<file path="src/rtl/pipe_stage_buf.sv">
// Pipeline-stage register with valid/ready handshake, optional 2-entry skid buffer,
// flush-to-bubble and late-field writeback into the head entry.
module pipe_stage_buf #(
    parameter int                CTRL_W   = 16,
    parameter int                DATA_W   = 128,
    parameter int                LATE_W   = 32,
    parameter logic [CTRL_W-1:0] LATE_CLR = 'h3,
    parameter int                SKID     = 1
) (
    input  logic              CLK,
    input  logic              RST,
    input  logic              in_valid,
    output logic              in_ready,
    input  logic [CTRL_W-1:0] in_ctrl,
    input  logic [DATA_W-1:0] in_data,
    input  logic              late_valid,
    input  logic [LATE_W-1:0] late_data,
    input  logic              flush,
    output logic              out_valid,
    input  logic              out_ready,
    output logic [CTRL_W-1:0] out_ctrl,
    output logic [DATA_W-1:0] out_data,
    output logic [LATE_W-1:0] out_late,
    output logic              out_late_ok,
    output logic [1:0]        occupancy
);

    logic [1:0]        cnt_q, cnt_d;
    logic              rdy_q, rdy_d;
    logic [CTRL_W-1:0] h_ctrl_q, h_ctrl_d, t_ctrl_q, t_ctrl_d;
    logic [DATA_W-1:0] h_data_q, h_data_d, t_data_q, t_data_d;
    logic [LATE_W-1:0] h_late_q, h_late_d, t_late_q, t_late_d;
    logic              h_lok_q, h_lok_d, t_lok_q, t_lok_d;

    logic              head_vld, late_wr, push, pop;
    logic [CTRL_W-1:0] h_ctrl_w;
    logic [LATE_W-1:0] h_late_w;
    logic              h_lok_w;

    assign head_vld = (cnt_q != 2'd0);
    assign late_wr  = late_valid & head_vld;

    // Head fields with the late write applied; doubles as the output bypass.
    assign h_ctrl_w = late_wr ? (h_ctrl_q & ~LATE_CLR) : h_ctrl_q;
    assign h_late_w = late_wr ? late_data : h_late_q;
    assign h_lok_w  = late_wr | h_lok_q;

    generate
        if (SKID != 0) begin : g_skid
            assign in_ready = rdy_q & ~flush;
        end else begin : g_single
            assign in_ready = rdy_q & ~flush & (~head_vld | out_ready);
        end
    endgenerate

    assign push = in_valid & in_ready;
    assign pop  = head_vld & out_ready;

    assign out_valid   = head_vld;
    assign out_ctrl    = head_vld ? h_ctrl_w : '0;
    assign out_data    = head_vld ? h_data_q : '0;
    assign out_late    = head_vld ? h_late_w : '0;
    assign out_late_ok = head_vld & h_lok_w;
    assign occupancy   = cnt_q;

    always_comb begin
        cnt_d    = cnt_q;
        h_ctrl_d = h_ctrl_w;
        h_data_d = h_data_q;
        h_late_d = h_late_w;
        h_lok_d  = h_lok_w;
        t_ctrl_d = t_ctrl_q;
        t_data_d = t_data_q;
        t_late_d = t_late_q;
        t_lok_d  = t_lok_q;

        if (flush) begin
            cnt_d    = 2'd0;
            h_ctrl_d = '0;
            h_data_d = '0;
            h_late_d = '0;
            h_lok_d  = 1'b0;
            t_ctrl_d = '0;
            t_data_d = '0;
            t_late_d = '0;
            t_lok_d  = 1'b0;
        end else begin
            case (cnt_q)
                2'd0: begin
                    if (push) begin
                        cnt_d    = 2'd1;
                        h_ctrl_d = in_ctrl;
                        h_data_d = in_data;
                        h_late_d = '0;
                        h_lok_d  = 1'b0;
                    end
                end
                2'd1: begin
                    if (push && pop) begin
                        h_ctrl_d = in_ctrl;
                        h_data_d = in_data;
                        h_late_d = '0;
                        h_lok_d  = 1'b0;
                    end else if (push) begin
                        cnt_d    = 2'd2;
                        t_ctrl_d = in_ctrl;
                        t_data_d = in_data;
                        t_late_d = '0;
                        t_lok_d  = 1'b0;
                    end else if (pop) begin
                        cnt_d    = 2'd0;
                        h_ctrl_d = '0;
                        h_data_d = '0;
                        h_late_d = '0;
                        h_lok_d  = 1'b0;
                    end
                end
                default: begin
                    // Full: the tail is promoted untouched by any late write.
                    if (pop) begin
                        cnt_d    = 2'd1;
                        h_ctrl_d = t_ctrl_q;
                        h_data_d = t_data_q;
                        h_late_d = t_late_q;
                        h_lok_d  = t_lok_q;
                        t_ctrl_d = '0;
                        t_data_d = '0;
                        t_late_d = '0;
                        t_lok_d  = 1'b0;
                    end
                end
            endcase
        end

        rdy_d = (SKID != 0) ? (cnt_d != 2'd2) : 1'b1;
    end

    always_ff @(posedge CLK or posedge RST) begin
        if (RST) begin
            cnt_q    <= 2'd0;
            rdy_q    <= 1'b0;
            h_ctrl_q <= '0;
            h_data_q <= '0;
            h_late_q <= '0;
            h_lok_q  <= 1'b0;
            t_ctrl_q <= '0;
            t_data_q <= '0;
            t_late_q <= '0;
            t_lok_q  <= 1'b0;
        end else begin
            cnt_q    <= cnt_d;
            rdy_q    <= rdy_d;
            h_ctrl_q <= h_ctrl_d;
            h_data_q <= h_data_d;
            h_late_q <= h_late_d;
            h_lok_q  <= h_lok_d;
            t_ctrl_q <= t_ctrl_d;
            t_data_q <= t_data_d;
            t_late_q <= t_late_d;
            t_lok_q  <= t_lok_d;
        end
    end

endmodule

</file>
<file path="config.mk">
export PLATFORM = sky130hd
export DESIGN_NAME = pipe_stage_buf
export DESIGN_NICKNAME = d
export VERILOG_FILES = /design/src/rtl/pipe_stage_buf.sv
export SDC_FILE = /design/constraint.sdc
export NUM_CORES = 1
export LEC_CHECK = 0
export CORE_MARGIN = 3
export CORE_UTILIZATION = 56
export DETAILED_ROUTE_END_ITERATION = 6
export HOLD_SLACK_MARGIN = 0.15
export PLACE_DENSITY_LB_ADDON = 0.1
export RECOVER_POWER = 100
export SETUP_SLACK_MARGIN = 0.4
export SLEW_MARGIN = 20
export SYNTH_ARGS = -nofsm -noshare
export SYNTH_HDL_FRONTEND = slang
export SYNTH_SLANG_ARGS = --single-unit
</file>
<file path="constraint.sdc">
create_clock -name CLK -period 31.6 [get_ports CLK]
set_input_delay 3.16 -clock CLK [delete_from_list [all_inputs] [get_ports CLK]]
set_output_delay 3.16 -clock CLK [all_outputs]
set_load 0.005 [all_outputs]
</file>
### After elaboration in Yosys (flattened, before gate mapping)

Index checks and enable logic that the tools add are counted.

* register bits after elaboration: 357
* latch bits: 0
* bits in writable memories: 0
* ROM bits: 0
* bits of input ports: 182
* output and inout port bits: 181
* logic and storage cells: 90
* memories kept: 0

* add/subtract/negate cells: 0
* multipliers: 0
* div/mod/pow operators: 0
* magnitude comparators: 0
* equal/unequal tests: 8
* shift operators: 0
* multiplexer cells: 58
* bitwise logic cells: 7
* reductions and logical operators: 7

Operator list (number)
* $mux 128: 9
* $pmux 128 s2: 2
* $mux 32: 12
* $mux 16: 11
* $pmux 32 s2: 2
* $pmux 16 s2: 2
* $mux 2: 7
* $mux 1: 10
* $ne 3x3->1 const B: 3
* $ne 4x4->1 const B: 2
* $reduce_and 4->1: 2
* $and 1x1->1: 5
* $ne 2x2->1 const B: 2
* $pmux 1 s2: 2
* $pmux 2 s2: 1
* $reduce_bool 4->1: 1
* $reduce_bool 3->1: 1
* $eq 2x1->1 const B: 1
* $logic_not 2->1: 1
* $reduce_bool 2->1: 1
* $logic_and 1x1->1: 1
* $not 1->1: 1
* $or 1x1->1: 1

### Logic depth before layout (Yosys ltp)

* depth in word-level cells: 8
* depth in mapped cells: 7
* mapped depth without buffers: 3

### Worst setup path after synthesis

No wires, ideal clock.

* kind: input to output
* start point: input port late_valid
* end point: output port out_late[10]
* arrival: 4.073 ns
* data required time: 28.440 ns
* path slack: 24.367 ns
* stages: 4
* buffers on the path: 2
* cell sequence: clkbuf_1 > buf_2 > mux2i_1 > nor2_1

* cells in the longest elaborated chain, start to end: 3

Ends and longest elaborated chain
* start, declared: RTL line 16 `input logic late_valid,`
* $and 1x1->1: RTL line 41 `assign late_wr = late_valid & head_vld;`
* $mux 32: RTL line 45 `assign h_late_w = late_wr ? late_data : h_late_q;`
* $mux 32: RTL line 62 `assign out_late = head_vld ? h_late_w : '0;`
* end, declared: RTL line 23 `output logic [LATE_W-1:0] out_late,`

Every way passes these cells.

==> out/metrics.yaml <==
status:
  run_status: "finished, violations left"
  failed_checks: "max-capacitance violations, max-slew violations"
logic_synthesis:
  synthesized_area_per_cell_um2: 9.649
  yosys.area.top_type_share_pct: 45.44
  ys.warnings.count: 0
  synth_sequential_area_ratio_pct: 45.44
  synth.net_count: 2031
  synth_top_cells_by_area: "sky130_fd_sc_hd__dfrtp_1 (45%), sky130_fd_sc_hd__mux2i_1 (9.8%), sky130_fd_sc_hd__and2_1 (9.0%), sky130_fd_sc_hd__a311oi_1 (6.3%), sky130_fd_sc_hd__o2bb2ai_1 (6.3%)"
  post_synth_instance_area_um2: 17840
  synth_cell_type_count: 41
  synth_top_cell_by_area: "sky130_fd_sc_hd__dfrtp_1"
  ys_ff_latch: 324
  netlist_instances: 1849
drt:
  finalWirelength_mm: 51.19
  drtIter0Drc: 1497
  vias_per_cell: 6.071
  drt_pass1_iterations: 6
  route.detailed.wl_per_inst_um: 20.31
  routed_via_count: 15310
  detailed_route_drc_error_count: 0
  antenna_violating_nets_post_route: 0
timing:
  tightest_slew_ns: 8.396
  fmaxAchievable_mhz: 72.43
  setup_violators_final: 0
  fin_worst_skew_ns: 0.01252
  timing.slew.headroom_pct: -459.8
  final_period_minus_worst_setup_slack_ns: 13.81
  hold_ws_ns: 0.4785
  tns_ns: 0
  rsz_0062_raised_after_global_routing: "false"
  final_max_slew_viol_count: 1013
  hold_violations: 0
  timing.final.crit_share_pct: 43.69
clock_tree:
  buffers_inserted_during_post_cts_setup_optimization: 0
  cts.htree.levels: 2
  clk-insertion-delay-late_ns: 0.52
  tritoncts_clock_tree: "yes"
  numCtsBuffers: 37
  clockRootBuffer: "sky130_fd_sc_hd__clkbuf_16"
  buffer_depth_of_the_longest_clock_path: 3
  cts.hold.buffers_added: 0
  worst_setup_hold_path_clk_slew_ns: 0.06
  cts.sink_count: 324
  cts.repair.resized: 0
critical_path:
  timing.critical_path.buf_inv: 3
  critical-path-slowest-cell: "sky130_fd_sc_hd__clkbuf_1"
  critical-path-max-stage-delay_ns: 6.00
  worst_r2r_path_depth: 5
  endpoint_kind: "asynchronous set/reset pin"
  path_cells: "dlygate4sd3_1 -> clkinvlp_2 -> clkbuf_1"
  timing_worst_setup_path_type: "in2async"
  worstSetupStartpointType: "input port"
  cp_num_cells: 3
  maximum_fanout_along_the_worst_path: 159
  crit_family: "buffers and inverters"
  crit_arrival_ns: 12.33
  worst-endpoint-required_ns: 30.12
layout:
  finish.instance_area_um2: 22420
  num-nets-final: 2276
  number_of_filler_cells_placed_in_the_layout: 2238
  instances_no_fill: 2521
  final_layout_size_suffix_gt1_share_pct: 3.492
  syn2layout_area_growth_pct: 25.64
pwr:
  cellPowerDensity_nw_per_um2: 47.24
  maximum_ir_drop_on_the_vdd_rail_mv: 0.04103
  leakage_uw: 0.009441
  p_total_uw: 1059
floorplan:
  initial_core_util_pct: 57.57
  dieArea_um2: 34040
  placementRows: 64
  ios: 363
  die_x_um: 184.5
  core_area_um2: 30990
  dieHeight_um: 184.5
placed_design:
  detailedPlacementHpwl_mm: 29.87
  place.port_buffers: 362
  gp_routability_congestion: 0.8349
  dp.cells: 2450
  post_place_instance_area_um2: 21310
flow_run:
  cap_viol_max_count: 15
grt:
  first_pass_grt_wire_length_mm: 82.72
  grt_pass1_vias: 15680
  overflow: 0
  grt_start_max_net_pins: 160
  gr-usage-all-layers_pct: 29.74
  number_of_antenna_violations_at_the_first_check_in_global_routing: 9
hold_path:
  cell_depth_of_the_worst_hold_path: 1
  hold_path_class: "reg2reg"
-- sequential cells by signal, summed over array words and instances, names as in the netlist --
signal,cells
h_ctrl_q,16
h_data_q,128
h_late_q,32
h_lok_q,1
occupancy,2
rdy_q,1
t_ctrl_q,16
t_data_q,128
-- metrics by stage --
stage | util, % | setup slack [ns]
floorplan | - | 19.47
global placement | 68.78 | 23.69
detailed placement | 68.78 | 23.61
CTS | 72.50 | 23.61
global route | 72.32 | 15.75
finish | 72.33 | 17.79
-- synthesized netlist by cell type --
cell type / count
sky130_fd_sc_hd__nand2_1: 209
sky130_fd_sc_hd__nand4bb_1: 1
sky130_fd_sc_hd__clkbuf_1: 94
sky130_fd_sc_hd__o21a_1: 1
sky130_fd_sc_hd__nand3_1: 16
sky130_fd_sc_hd__a21oi_1: 33
sky130_fd_sc_hd__a221oi_1: 16
sky130_fd_sc_hd__a22oi_1: 2
sky130_fd_sc_hd__a311oi_1: 128
sky130_fd_sc_hd__o31ai_1: 1
sky130_fd_sc_hd__a211oi_1: 1
sky130_fd_sc_hd__and4bb_1: 1
sky130_fd_sc_hd__o311ai_0: 2
sky130_fd_sc_hd__nor2_1: 53
sky130_fd_sc_hd__o211ai_1: 14
sky130_fd_sc_hd__a21boi_0: 1
sky130_fd_sc_hd__and3b_1: 1
sky130_fd_sc_hd__nor3b_1: 132
sky130_fd_sc_hd__buf_6: 1
sky130_fd_sc_hd__xnor2_1: 1
sky130_fd_sc_hd__and2_1: 256
sky130_fd_sc_hd__nor2b_1: 1
sky130_fd_sc_hd__o21ai_0: 2
sky130_fd_sc_hd__inv_1: 160
sky130_fd_sc_hd__o21ai_1: 1
sky130_fd_sc_hd__nand2b_1: 1
sky130_fd_sc_hd__buf_2: 56
sky130_fd_sc_hd__buf_8: 8
sky130_fd_sc_hd__a31oi_1: 2
sky130_fd_sc_hd__a21o_1: 1
sky130_fd_sc_hd__and3_1: 1
sky130_fd_sc_hd__nor3_1: 1
sky130_fd_sc_hd__o31a_1: 1
sky130_fd_sc_hd__and2_0: 1
sky130_fd_sc_hd__buf_1: 10
sky130_fd_sc_hd__buf_4: 9
sky130_fd_sc_hd__nand3b_1: 1
sky130_fd_sc_hd__mux2i_1: 175
sky130_fd_sc_hd__dfrtp_1: 324
sky130_fd_sc_hd__o2bb2ai_1: 128
sky130_fd_sc_hd__a22o_1: 2
-- worst reg2reg max path, cell delays in order, from the launching register on --
cell                       delay [ns]
sky130_fd_sc_hd__dfrtp_1         1.92
sky130_fd_sc_hd__a21oi_1         0.25
sky130_fd_sc_hd__o31ai_1         0.29
sky130_fd_sc_hd__clkbuf_1        2.65
sky130_fd_sc_hd__clkbuf_1        2.94
sky130_fd_sc_hd__mux2i_1         0.42
-- cell usage in the layout (no fill, tap or decap), types with 3 or more instances in the layout --
cell,instances
sky130_fd_sc_hd__buf_4,8
sky130_fd_sc_hd__and2_0,101
sky130_fd_sc_hd__a221oi_1,16
sky130_fd_sc_hd__dlygate4sd3_1,78
sky130_fd_sc_hd__nand3_1,16
sky130_fd_sc_hd__and2_1,156
sky130_fd_sc_hd__diode_2,6
sky130_fd_sc_hd__inv_1,159
sky130_fd_sc_hd__dfrtp_1,323
sky130_fd_sc_hd__nand2_1,209
sky130_fd_sc_hd__clkinv_2,11
sky130_fd_sc_hd__clkbuf_1,22
sky130_fd_sc_hd__clkbuf_16,39
sky130_fd_sc_hd__clkdlybuf4s50_1,282
sky130_fd_sc_hd__mux2i_1,175
sky130_fd_sc_hd__nor3b_1,131
sky130_fd_sc_hd__o211ai_1,14
sky130_fd_sc_hd__nor2_1,52
sky130_fd_sc_hd__a311oi_1,128
sky130_fd_sc_hd__clkbuf_8,3
sky130_fd_sc_hd__a21oi_1,33
sky130_fd_sc_hd__o2bb2ai_1,128
-- cell type report --
class | instances | area (um2) | area share [%]
Tap cell | 396 | 495.5 | 2.210
Clock inverter | 14 | 105.1 | 0.4689
Sequential cell | 324 | 8112 | 36.19
Timing Repair Buffer | 384 | 3747 | 16.72
Inverter | 160 | 601.8 | 2.685
Clock buffer | 50 | 1047 | 4.672
Multi-Input combinational cell | 1187 | 8292 | 36.99
Antenna cell | 6 | 15.01 | 0.06698
-- worst paths after layout --
path,from,slack (ns),to
setup / recovery,RST,17.79,t_data_q[94]$_DFFE_PP0P_
hold reg to reg,h_data_q[63]$_DFFE_PP0P_,0.48,h_data_q[63]$_DFFE_PP0P_
min in group asynchronous,RST,4.40,t_data_q[6]$_DFFE_PP0P_
setup reg to reg,occupancy[1]$_DFF_PP0_,22.82,t_data_q[52]$_DFFE_PP0P_
max in group CLK,out_ready,19.31,t_data_q[52]$_DFFE_PP0P_
hold / removal,h_data_q[63]$_DFFE_PP0P_,0.48,h_data_q[63]$_DFFE_PP0P_
-- routing by layer --
metal | up-vias | track usage [%] | wire [um]
met2 | 618 | 48.13 | 24070
met3 | 103 | 6.335 | 3751
li1 | 6915 | - | -
met4 | 6 | 10.95 | 1538
met1 | 7664 | 39.74 | 21780
met5 | - | 0 | 47
-- kinds of logic (layout without fill, tap and decap cells) --
| group | count (synthesis) | count (layout) | synth area share (%) |
|---|---|---|---|
| multiplexers | 175 | 175 | 9.818 |
| flip-flops | 324 | 324 | 45.45 |
| XOR/XNOR | 1 | 1 | 0.04910 |
| AO/OA/AOI/OAI | 336 | 336 | 15.56 |
| AND/OR/NAND/NOR | 675 | 675 | 20.89 |
| other | 0 | 6 | 0 |
| buffers and inverters | 338 | 608 | 8.240 |
-- power breakdown --
part | internal [uW] | switching, uW
sequential | 443 | 15.6
clock | 241 | 173
combinational | 83.1 | 104
Power figures use the tool's default switching activity.
